### config.mk
export PLATFORM = sky130hd
export DESIGN_NAME = poly_eval_arbiter_flat
export DESIGN_NICKNAME = d
export VERILOG_FILES = /design/src/rtl/poly_eval_arbiter_if.sv /design/src/rtl/poly_eval_arbiter.sv /design/src/flat_wrapper.sv
export SDC_FILE = /design/constraint.sdc
export NUM_CORES = 1
export LEC_CHECK = 0
export BUFFER_PORTS_ARGS = -buffer_cell sky130_fd_sc_hd__buf_4
export CAP_MARGIN = 15
export CELL_PAD_IN_SITES_DETAIL_PLACEMENT = 1
export CELL_PAD_IN_SITES_GLOBAL_PLACEMENT = 1
export CORE_MARGIN = 2
export CORE_UTILIZATION = 36
export DETAILED_ROUTE_END_ITERATION = 10
export GPL_ROUTABILITY_DRIVEN = 0
export PLACE_DENSITY = 0.82
export SETUP_SLACK_MARGIN = 0.2
export SYNTH_ARGS = -nofsm -noshare
export SYNTH_HDL_FRONTEND = slang
export SYNTH_SLANG_ARGS = --single-unit
### constraint.sdc
create_clock -name clk -period 4.6 [get_ports clk]
set_input_delay 0.69 -clock clk [delete_from_list [all_inputs] [get_ports clk]]
set_output_delay 0.69 -clock clk [all_outputs]
set_load 0.005 [all_outputs]
### src/rtl/poly_eval_arbiter_if.sv
// Request, response and datapath-control bundle for poly_eval_arbiter.
// The slave modport is the arbiter's view; master is the requester/consumer/datapath side.
interface poly_eval_arbiter_if;
  logic        req0_valid;
  logic        req1_valid;
  logic [31:0] req0_data;
  logic [31:0] req1_data;
  logic        req0_ready;
  logic        req1_ready;
  logic        rsp_valid;
  logic        rsp_ready;
  logic [7:0]  rsp_data;
  logic        rsp_id;
  logic        busy;
  logic [7:0]  dp_data_in;
  logic        dp_ld_a;
  logic        dp_ld_b;
  logic        dp_ld_c;
  logic        dp_ld_x;
  logic        dp_ld_r;
  logic        dp_ld_alu_out;
  logic [1:0]  dp_alu_select_a;
  logic [1:0]  dp_alu_select_b;
  logic        dp_alu_op;
  logic [7:0]  dp_result;

  modport slave (
    input  req0_valid, req1_valid, req0_data, req1_data, rsp_ready, dp_result,
    output req0_ready, req1_ready, rsp_valid, rsp_data, rsp_id, busy,
           dp_data_in, dp_ld_a, dp_ld_b, dp_ld_c, dp_ld_x, dp_ld_r, dp_ld_alu_out,
           dp_alu_select_a, dp_alu_select_b, dp_alu_op
  );

  modport master (
    output req0_valid, req1_valid, req0_data, req1_data, rsp_ready, dp_result,
    input  req0_ready, req1_ready, rsp_valid, rsp_data, rsp_id, busy,
           dp_data_in, dp_ld_a, dp_ld_b, dp_ld_c, dp_ld_x, dp_ld_r, dp_ld_alu_out,
           dp_alu_select_a, dp_alu_select_b, dp_alu_op
  );
endinterface

### src/rtl/poly_eval_arbiter.sv
// Two-port arbiter + sequencer computing r = a*x^2 + b*x + c on a shared 8-bit datapath.
// Define POLY_EVAL_ARB_RR_EN for round-robin tie-breaking; default is fixed priority (req0 wins).
//
// state | meaning
// IDLE  | arbitrate, accept one job
// LD_A..LD_X | load job bytes into datapath
// C0,C1 | a <= a*x
// C2    | b <= b*x
// C3    | b <= b+c
// C4    | r <= a+b
// RESP  | present result until rsp_ready
module poly_eval_arbiter (
  input logic                clk,
  input logic                reset,
  poly_eval_arbiter_if.slave bus
);

  typedef enum logic [3:0] {
    S_IDLE, S_LD_A, S_LD_B, S_LD_C, S_LD_X, S_C0, S_C1, S_C2, S_C3, S_C4, S_RESP
  } state_t;

  typedef struct packed {
    logic [7:0] data_in;
    logic       ld_a;
    logic       ld_b;
    logic       ld_c;
    logic       ld_x;
    logic       ld_r;
    logic       ld_alu_out;
    logic [1:0] sel_a;
    logic [1:0] sel_b;
    logic       op;
  } ctrl_t;

  state_t      state_q, state_d;
  logic [31:0] job_q, job_d;
  logic        grant_q, grant_d;
  ctrl_t       ctrl_q, ctrl_d;
  logic        rsp_valid_q, rsp_id_q, busy_q;
  logic        pick1, hs;

`ifdef POLY_EVAL_ARB_RR_EN
  logic last_grant_q;
  assign pick1 = bus.req1_valid & (~bus.req0_valid | ~last_grant_q);
`else
  assign pick1 = bus.req1_valid & ~bus.req0_valid;
`endif

  assign bus.req0_ready = (state_q == S_IDLE) & bus.req0_valid & ~pick1;
  assign bus.req1_ready = (state_q == S_IDLE) & pick1;
  assign hs             = bus.req0_ready | bus.req1_ready;
  assign bus.rsp_data   = bus.dp_result;

  always_comb begin
    state_d = state_q;
    job_d   = job_q;
    grant_d = grant_q;
    case (state_q)
      S_IDLE: if (hs) begin
        state_d = S_LD_A;
        job_d   = pick1 ? bus.req1_data : bus.req0_data;
        grant_d = pick1;
      end
      S_LD_A: state_d = S_LD_B;
      S_LD_B: state_d = S_LD_C;
      S_LD_C: state_d = S_LD_X;
      S_LD_X: state_d = S_C0;
      S_C0:   state_d = S_C1;
      S_C1:   state_d = S_C2;
      S_C2:   state_d = S_C3;
      S_C3:   state_d = S_C4;
      S_C4:   state_d = S_RESP;
      S_RESP: if (bus.rsp_ready) state_d = S_IDLE;
      default: state_d = S_IDLE;
    endcase
  end

  // Strobes are decoded from the next state so they come out of flops aligned with it.
  always_comb begin
    ctrl_d = '0;
    case (state_d)
      S_LD_A: begin ctrl_d.data_in = job_d[31:24]; ctrl_d.ld_a = 1'b1; end
      S_LD_B: begin ctrl_d.data_in = job_d[23:16]; ctrl_d.ld_b = 1'b1; end
      S_LD_C: begin ctrl_d.data_in = job_d[15:8];  ctrl_d.ld_c = 1'b1; end
      S_LD_X: begin ctrl_d.data_in = job_d[7:0];   ctrl_d.ld_x = 1'b1; end
      S_C0, S_C1: begin
        ctrl_d.ld_a = 1'b1; ctrl_d.ld_alu_out = 1'b1;
        ctrl_d.sel_a = 2'd0; ctrl_d.sel_b = 2'd3; ctrl_d.op = 1'b1;
      end
      S_C2: begin
        ctrl_d.ld_b = 1'b1; ctrl_d.ld_alu_out = 1'b1;
        ctrl_d.sel_a = 2'd1; ctrl_d.sel_b = 2'd3; ctrl_d.op = 1'b1;
      end
      S_C3: begin
        ctrl_d.ld_b = 1'b1; ctrl_d.ld_alu_out = 1'b1;
        ctrl_d.sel_a = 2'd1; ctrl_d.sel_b = 2'd2; ctrl_d.op = 1'b0;
      end
      S_C4: begin
        ctrl_d.ld_r = 1'b1; ctrl_d.sel_a = 2'd0; ctrl_d.sel_b = 2'd1;
      end
      default: ;
    endcase
  end

  always_ff @(posedge clk) begin
    if (reset) begin
      state_q     <= S_IDLE;
      job_q       <= '0;
      grant_q     <= 1'b0;
      ctrl_q      <= '0;
      rsp_valid_q <= 1'b0;
      rsp_id_q    <= 1'b0;
      busy_q      <= 1'b0;
`ifdef POLY_EVAL_ARB_RR_EN
      last_grant_q <= 1'b1;
`endif
    end else begin
      state_q     <= state_d;
      job_q       <= job_d;
      grant_q     <= grant_d;
      ctrl_q      <= ctrl_d;
      rsp_valid_q <= (state_d == S_RESP);
      rsp_id_q    <= (state_d == S_RESP) ? grant_d : 1'b0;
      busy_q      <= (state_d != S_IDLE);
`ifdef POLY_EVAL_ARB_RR_EN
      if (hs) last_grant_q <= pick1;
`endif
    end
  end

  assign bus.rsp_valid       = rsp_valid_q;
  assign bus.rsp_id          = rsp_id_q;
  assign bus.busy            = busy_q;
  assign bus.dp_data_in      = ctrl_q.data_in;
  assign bus.dp_ld_a         = ctrl_q.ld_a;
  assign bus.dp_ld_b         = ctrl_q.ld_b;
  assign bus.dp_ld_c         = ctrl_q.ld_c;
  assign bus.dp_ld_x         = ctrl_q.ld_x;
  assign bus.dp_ld_r         = ctrl_q.ld_r;
  assign bus.dp_ld_alu_out   = ctrl_q.ld_alu_out;
  assign bus.dp_alu_select_a = ctrl_q.sel_a;
  assign bus.dp_alu_select_b = ctrl_q.sel_b;
  assign bus.dp_alu_op       = ctrl_q.op;

endmodule

### src/flat_wrapper.sv
// flat-port wrapper written by rule: the top's interface ports become plain ports
module poly_eval_arbiter_flat 
  (clk, reset, bus_req0_valid, bus_req1_valid, bus_req0_data, bus_req1_data, bus_rsp_ready, bus_dp_result, bus_req0_ready, bus_req1_ready, bus_rsp_valid, bus_rsp_data, bus_rsp_id, bus_busy, bus_dp_data_in, bus_dp_ld_a, bus_dp_ld_b, bus_dp_ld_c, bus_dp_ld_x, bus_dp_ld_r, bus_dp_ld_alu_out, bus_dp_alu_select_a, bus_dp_alu_select_b, bus_dp_alu_op);
  poly_eval_arbiter_if bus_i ();
  input logic clk;
  input logic reset;
  input wire logic [$bits(bus_i.req0_valid)-1:0] bus_req0_valid;
  input wire logic [$bits(bus_i.req1_valid)-1:0] bus_req1_valid;
  input wire logic [$bits(bus_i.req0_data)-1:0] bus_req0_data;
  input wire logic [$bits(bus_i.req1_data)-1:0] bus_req1_data;
  input wire logic [$bits(bus_i.rsp_ready)-1:0] bus_rsp_ready;
  input wire logic [$bits(bus_i.dp_result)-1:0] bus_dp_result;
  output wire logic [$bits(bus_i.req0_ready)-1:0] bus_req0_ready;
  output wire logic [$bits(bus_i.req1_ready)-1:0] bus_req1_ready;
  output wire logic [$bits(bus_i.rsp_valid)-1:0] bus_rsp_valid;
  output wire logic [$bits(bus_i.rsp_data)-1:0] bus_rsp_data;
  output wire logic [$bits(bus_i.rsp_id)-1:0] bus_rsp_id;
  output wire logic [$bits(bus_i.busy)-1:0] bus_busy;
  output wire logic [$bits(bus_i.dp_data_in)-1:0] bus_dp_data_in;
  output wire logic [$bits(bus_i.dp_ld_a)-1:0] bus_dp_ld_a;
  output wire logic [$bits(bus_i.dp_ld_b)-1:0] bus_dp_ld_b;
  output wire logic [$bits(bus_i.dp_ld_c)-1:0] bus_dp_ld_c;
  output wire logic [$bits(bus_i.dp_ld_x)-1:0] bus_dp_ld_x;
  output wire logic [$bits(bus_i.dp_ld_r)-1:0] bus_dp_ld_r;
  output wire logic [$bits(bus_i.dp_ld_alu_out)-1:0] bus_dp_ld_alu_out;
  output wire logic [$bits(bus_i.dp_alu_select_a)-1:0] bus_dp_alu_select_a;
  output wire logic [$bits(bus_i.dp_alu_select_b)-1:0] bus_dp_alu_select_b;
  output wire logic [$bits(bus_i.dp_alu_op)-1:0] bus_dp_alu_op;
  assign bus_i.req0_valid = bus_req0_valid;
  assign bus_i.req1_valid = bus_req1_valid;
  assign bus_i.req0_data = bus_req0_data;
  assign bus_i.req1_data = bus_req1_data;
  assign bus_i.rsp_ready = bus_rsp_ready;
  assign bus_i.dp_result = bus_dp_result;
  assign bus_req0_ready = bus_i.req0_ready;
  assign bus_req1_ready = bus_i.req1_ready;
  assign bus_rsp_valid = bus_i.rsp_valid;
  assign bus_rsp_data = bus_i.rsp_data;
  assign bus_rsp_id = bus_i.rsp_id;
  assign bus_busy = bus_i.busy;
  assign bus_dp_data_in = bus_i.dp_data_in;
  assign bus_dp_ld_a = bus_i.dp_ld_a;
  assign bus_dp_ld_b = bus_i.dp_ld_b;
  assign bus_dp_ld_c = bus_i.dp_ld_c;
  assign bus_dp_ld_x = bus_i.dp_ld_x;
  assign bus_dp_ld_r = bus_i.dp_ld_r;
  assign bus_dp_ld_alu_out = bus_i.dp_ld_alu_out;
  assign bus_dp_alu_select_a = bus_i.dp_alu_select_a;
  assign bus_dp_alu_select_b = bus_i.dp_alu_select_b;
  assign bus_dp_alu_op = bus_i.dp_alu_op;
  poly_eval_arbiter u_core (.clk(clk), .reset(reset), .bus(bus_i));
endmodule
==> flow_summary_export.csv <==
group,metric,value,unit
power,swShare,0.256,
sta,min_period,2580,ps
logic_synthesis,synth_compound_area_frac,0.174,
floorplan,dieWidth,85.5,microns
power,power_report.internal_total,0.000841,W
power,p_comb_frac,0.220,
power,pwr-share-seq,0.449,
sta,hold_viol_final,0,
logic_synthesis,ys_top_cells_by_area,"dfxtp_1 42%, mux2i_1 10%, mux2_2 7.1%",
placement,portBuffers,91,
clocking,clk_pin_slew_worst_paths,90,ps
final_layout,fin_area,3160,sq um
floorplan,start_util,0.375,
clocking,post_cts_buffers,0,
floorplan,die_y,85.5,microns
logic_synthesis,syn-instance-count,251,
sta,fin_crit_sh,0.561,
logic_synthesis,yosys.area_share.simple,0.140,
detailed_routing,routed_via_density,5.13,
setup_path,arrival,1890,ps
sta,setup_tns,0,ps
setup_path,worstSetupPathType,"in2out",
sta,slew_headroom,0.361,
logic_synthesis,synth.mux.area_fraction,0.175,
run_status,outcome,"finished clean",
global_routing,use_met1,0.187,
logic_synthesis,ys_seq_area_frac,0.418,
global_routing,grt_pass1_wl,9720,microns
flow_run,cap_violations,0,
logic_synthesis,synth-async-reset-ratio,0,
clocking,clock_latency,300,ps
power,p_leak,1.45,nW
logic_synthesis,avgSynthCellArea,9.54,sq um
placement,place_area,2990,sq um
floorplan,io_pins,109,
power,power_density,358,nW/um^2
detailed_routing,drc_errors,0,
sta,skew,8.47,ps
sta,max_freq,387,MHz
setup_path,required,3910,ps
global_routing,busiest_layer,"met2",
logic_synthesis,syn_area,2390,sq um
placement,dp_hpwl,4510,microns
logic_synthesis,synth_cell_type_count,36,
detailed_routing,postRouteAntennaNets,0,
logic_synthesis,yosys.area.top_type,"dfxtp_1",
global_routing,grt_max_degree,57,
floorplan,rows,29,
floorplan,coreArea,6390,sq um
clocking,clockBufferDepth,2,
global_routing,grt_usage,0.165,
power,power,0.00113,W
logic_synthesis,synth_top_family_by_area,"multiplexers",
global_routing,grt_pass1_vias,2149,
logic_synthesis,synthFlopType,"dfxtp_1",
final_layout,fin_nets,397,
final_layout,drive_above_1_share,0.393,
global_routing,use_met2,0.313,
sta,setup_viol,0,
sta,rsz0062_at_grt,"false",
logic_synthesis,ys_ff_latch,50,
clocking,cts_resized,0,
final_layout,area.growth.synth_to_final,31.9,%
detailed_routing,first_pass_iters,4,
clocking,cts-hold-fix-buffers,0,
global_routing,use_met3,0.0366,
logic_synthesis,synthAdderAreaFrac,0,
logic_synthesis,synth_top_area_frac,0.418,
logic_synthesis,synth_xor_area_frac,0.00732,
setup_path,critPathCaptureType,"primary output",
power,p_switching,0.000290,W
global_routing,antenna_found_initial,0,
final_layout,antenna_cells,0,
setup_path,critPathMaxFanout,33,
clocking,clock_sinks,50,
final_layout,nFillCells,738,
logic_synthesis,synth_edf_count,0,
setup_path,critPathLaunchType,"input pin",
clocking,cts_tree,"yes",
detailed_routing,num_vias,2040,
power,clkPwrFrac,0.331,
logic_synthesis,yosysWarnings,0,
clocking,numCtsBuffers,5,
sta,slew_viol_final,0,
clocking,cts-root-buf,"clkbuf_8",
min_path,hold_class,"reg2reg",
sta,tightestPinTransition,959,ps
global_routing,grt_overflow,0,
detailed_routing,totalWireLength,5990,microns
floorplan,dieArea,7320,sq um
power,ir_drop,0.230,mV
detailed_routing,wl_per_cell,15.1,microns
detailed_routing,drtIter0Drc,66,
clocking,htree_levels,2,
logic_synthesis,syn_nets,328,
==> registers in the layout, indices dropped and copies added (netlist names) <==
| signal | cells |
|---|---|
| u_core.bus.dp_ld_r | 1 |
| u_core.job_q | 24 |
| u_core.bus.dp_ld_b | 1 |
| u_core.bus.dp_ld_alu_out | 1 |
| u_core.bus.dp_ld_x | 1 |
| u_core.bus.dp_alu_op | 1 |
| u_core.bus.dp_ld_c | 1 |
| u_core.bus.dp_ld_a | 1 |
| u_core.state_q | 4 |
| u_core.bus.dp_data_in | 8 |
| u_core.bus.busy | 1 |
| u_core.bus.rsp_id | 1 |
| u_core.grant_q | 1 |
| u_core.bus.dp_alu_select_b | 2 |
| u_core.bus.dp_alu_select_a | 1 |
| u_core.bus.rsp_valid | 1 |
==> synthesized netlist by cell type, types with 8 or more instances <==
| cell type | n |
|---|---|
| nor2_1 | 32 |
| nand2_1 | 13 |
| dfxtp_1 | 50 |
| a211oi_2 | 8 |
| a211oi_1 | 17 |
| mux2_2 | 15 |
| a21oi_1 | 13 |
| buf_4 | 11 |
| clkbuf_1 | 8 |
| mux2i_1 | 25 |
==> final cells by class <==
class                   count  area, sq um  share of cell area
multi-input cells         169         1200               0.380
flip-flops and latches     50         1000               0.317
repair buffers             92          711               0.225
well taps                  77         96.3              0.0305
clock buffers               6         82.6              0.0261
clock inverters             2         60.1              0.0190
inverters                   2         7.51             0.00238
==> critical path, stage by stage <==
cell      delay [ps]
buf_4            120
nand2b_2         630
nor2_1           300
buf_4            150
==> final timing paths <==
kind | start | end | slack, ps | depth (start not counted)
worst max-delay path | bus_req0_valid | bus_req1_ready | 2020 | 4
worst min-delay path | u_core.job_q[2]$_SDFF_PP0_ | u_core.job_q[2]$_SDFF_PP0_ | 510 | 2
worst max register to register | u_core.state_q[1]$_SDFF_PP0_ | u_core.job_q[23]$_SDFF_PP0_ | 2170 | 5
worst min register to register | u_core.job_q[2]$_SDFF_PP0_ | u_core.job_q[2]$_SDFF_PP0_ | 510 | 2
==> cell families after synthesis <==
logic type,after synthesis
flip-flops,50
XOR/XNOR,2
multiplexers,40
buffers and inverters,32
AO/OA/AOI/OAI,55
AND/OR/NAND/NOR,71
other,1
==> per-stage QoR <==
stage          utilization  hold slack [ps]  setup WS (ps)  instances
2_1_floorplan            -              473           2460        251
3_3_place_gp         0.468              485           1990        389
3_5_place_dp         0.468              498           1890        389
4_1_cts              0.490              511           1860        397
5_1_grt              0.495              527           1890        398
6_report             0.495              508           2020        398
==> power by group through the flow <==
stage	clock [W]	sequential, W	combinational (W)
3_5_place_dp	0	0.000518	0.000244
4_1_cts	0.000383	0.000508	0.000245
6_report	0.000374	0.000508	0.000249
3_3_place_gp	0	0.000515	0.000235
5_1_grt	0.000395	0.000513	0.000276
2_1_floorplan	0	0.000503	0.000172
==> layer usage <==
metal / share of wire / vias to the layer above
met4: 0.0073 / 0
met2: 0.55 / 59
met1: 0.39 / 963
li1: - / 1012
met3: 0.051 / 6
met5: 0 / -
==> cell usage in the layout, fill, tap and decap left out, types with 2 or more instances in the layout <==
cell       netlist  routed
nor3_1           7       7
buf_4           11      91
dfxtp_1         50      50
nand2_1         13      13
nor3b_1          2       2
nand2b_1         4       3
clkbuf_8         0       6
a21o_1           2       2
mux2i_1         25      25
and3_1           2       2
a211oi_2         8       8
a211oi_1        17      17
bufinv_16        0       2
and2_1           3       3
inv_1            2       2
a21oi_1         13      13
nor2_1          32      32
nor2b_1          3       3
a22oi_1          7       7
o21bai_1         2       2
mux2_2          15      15
Power figures use the tool's default switching activity.
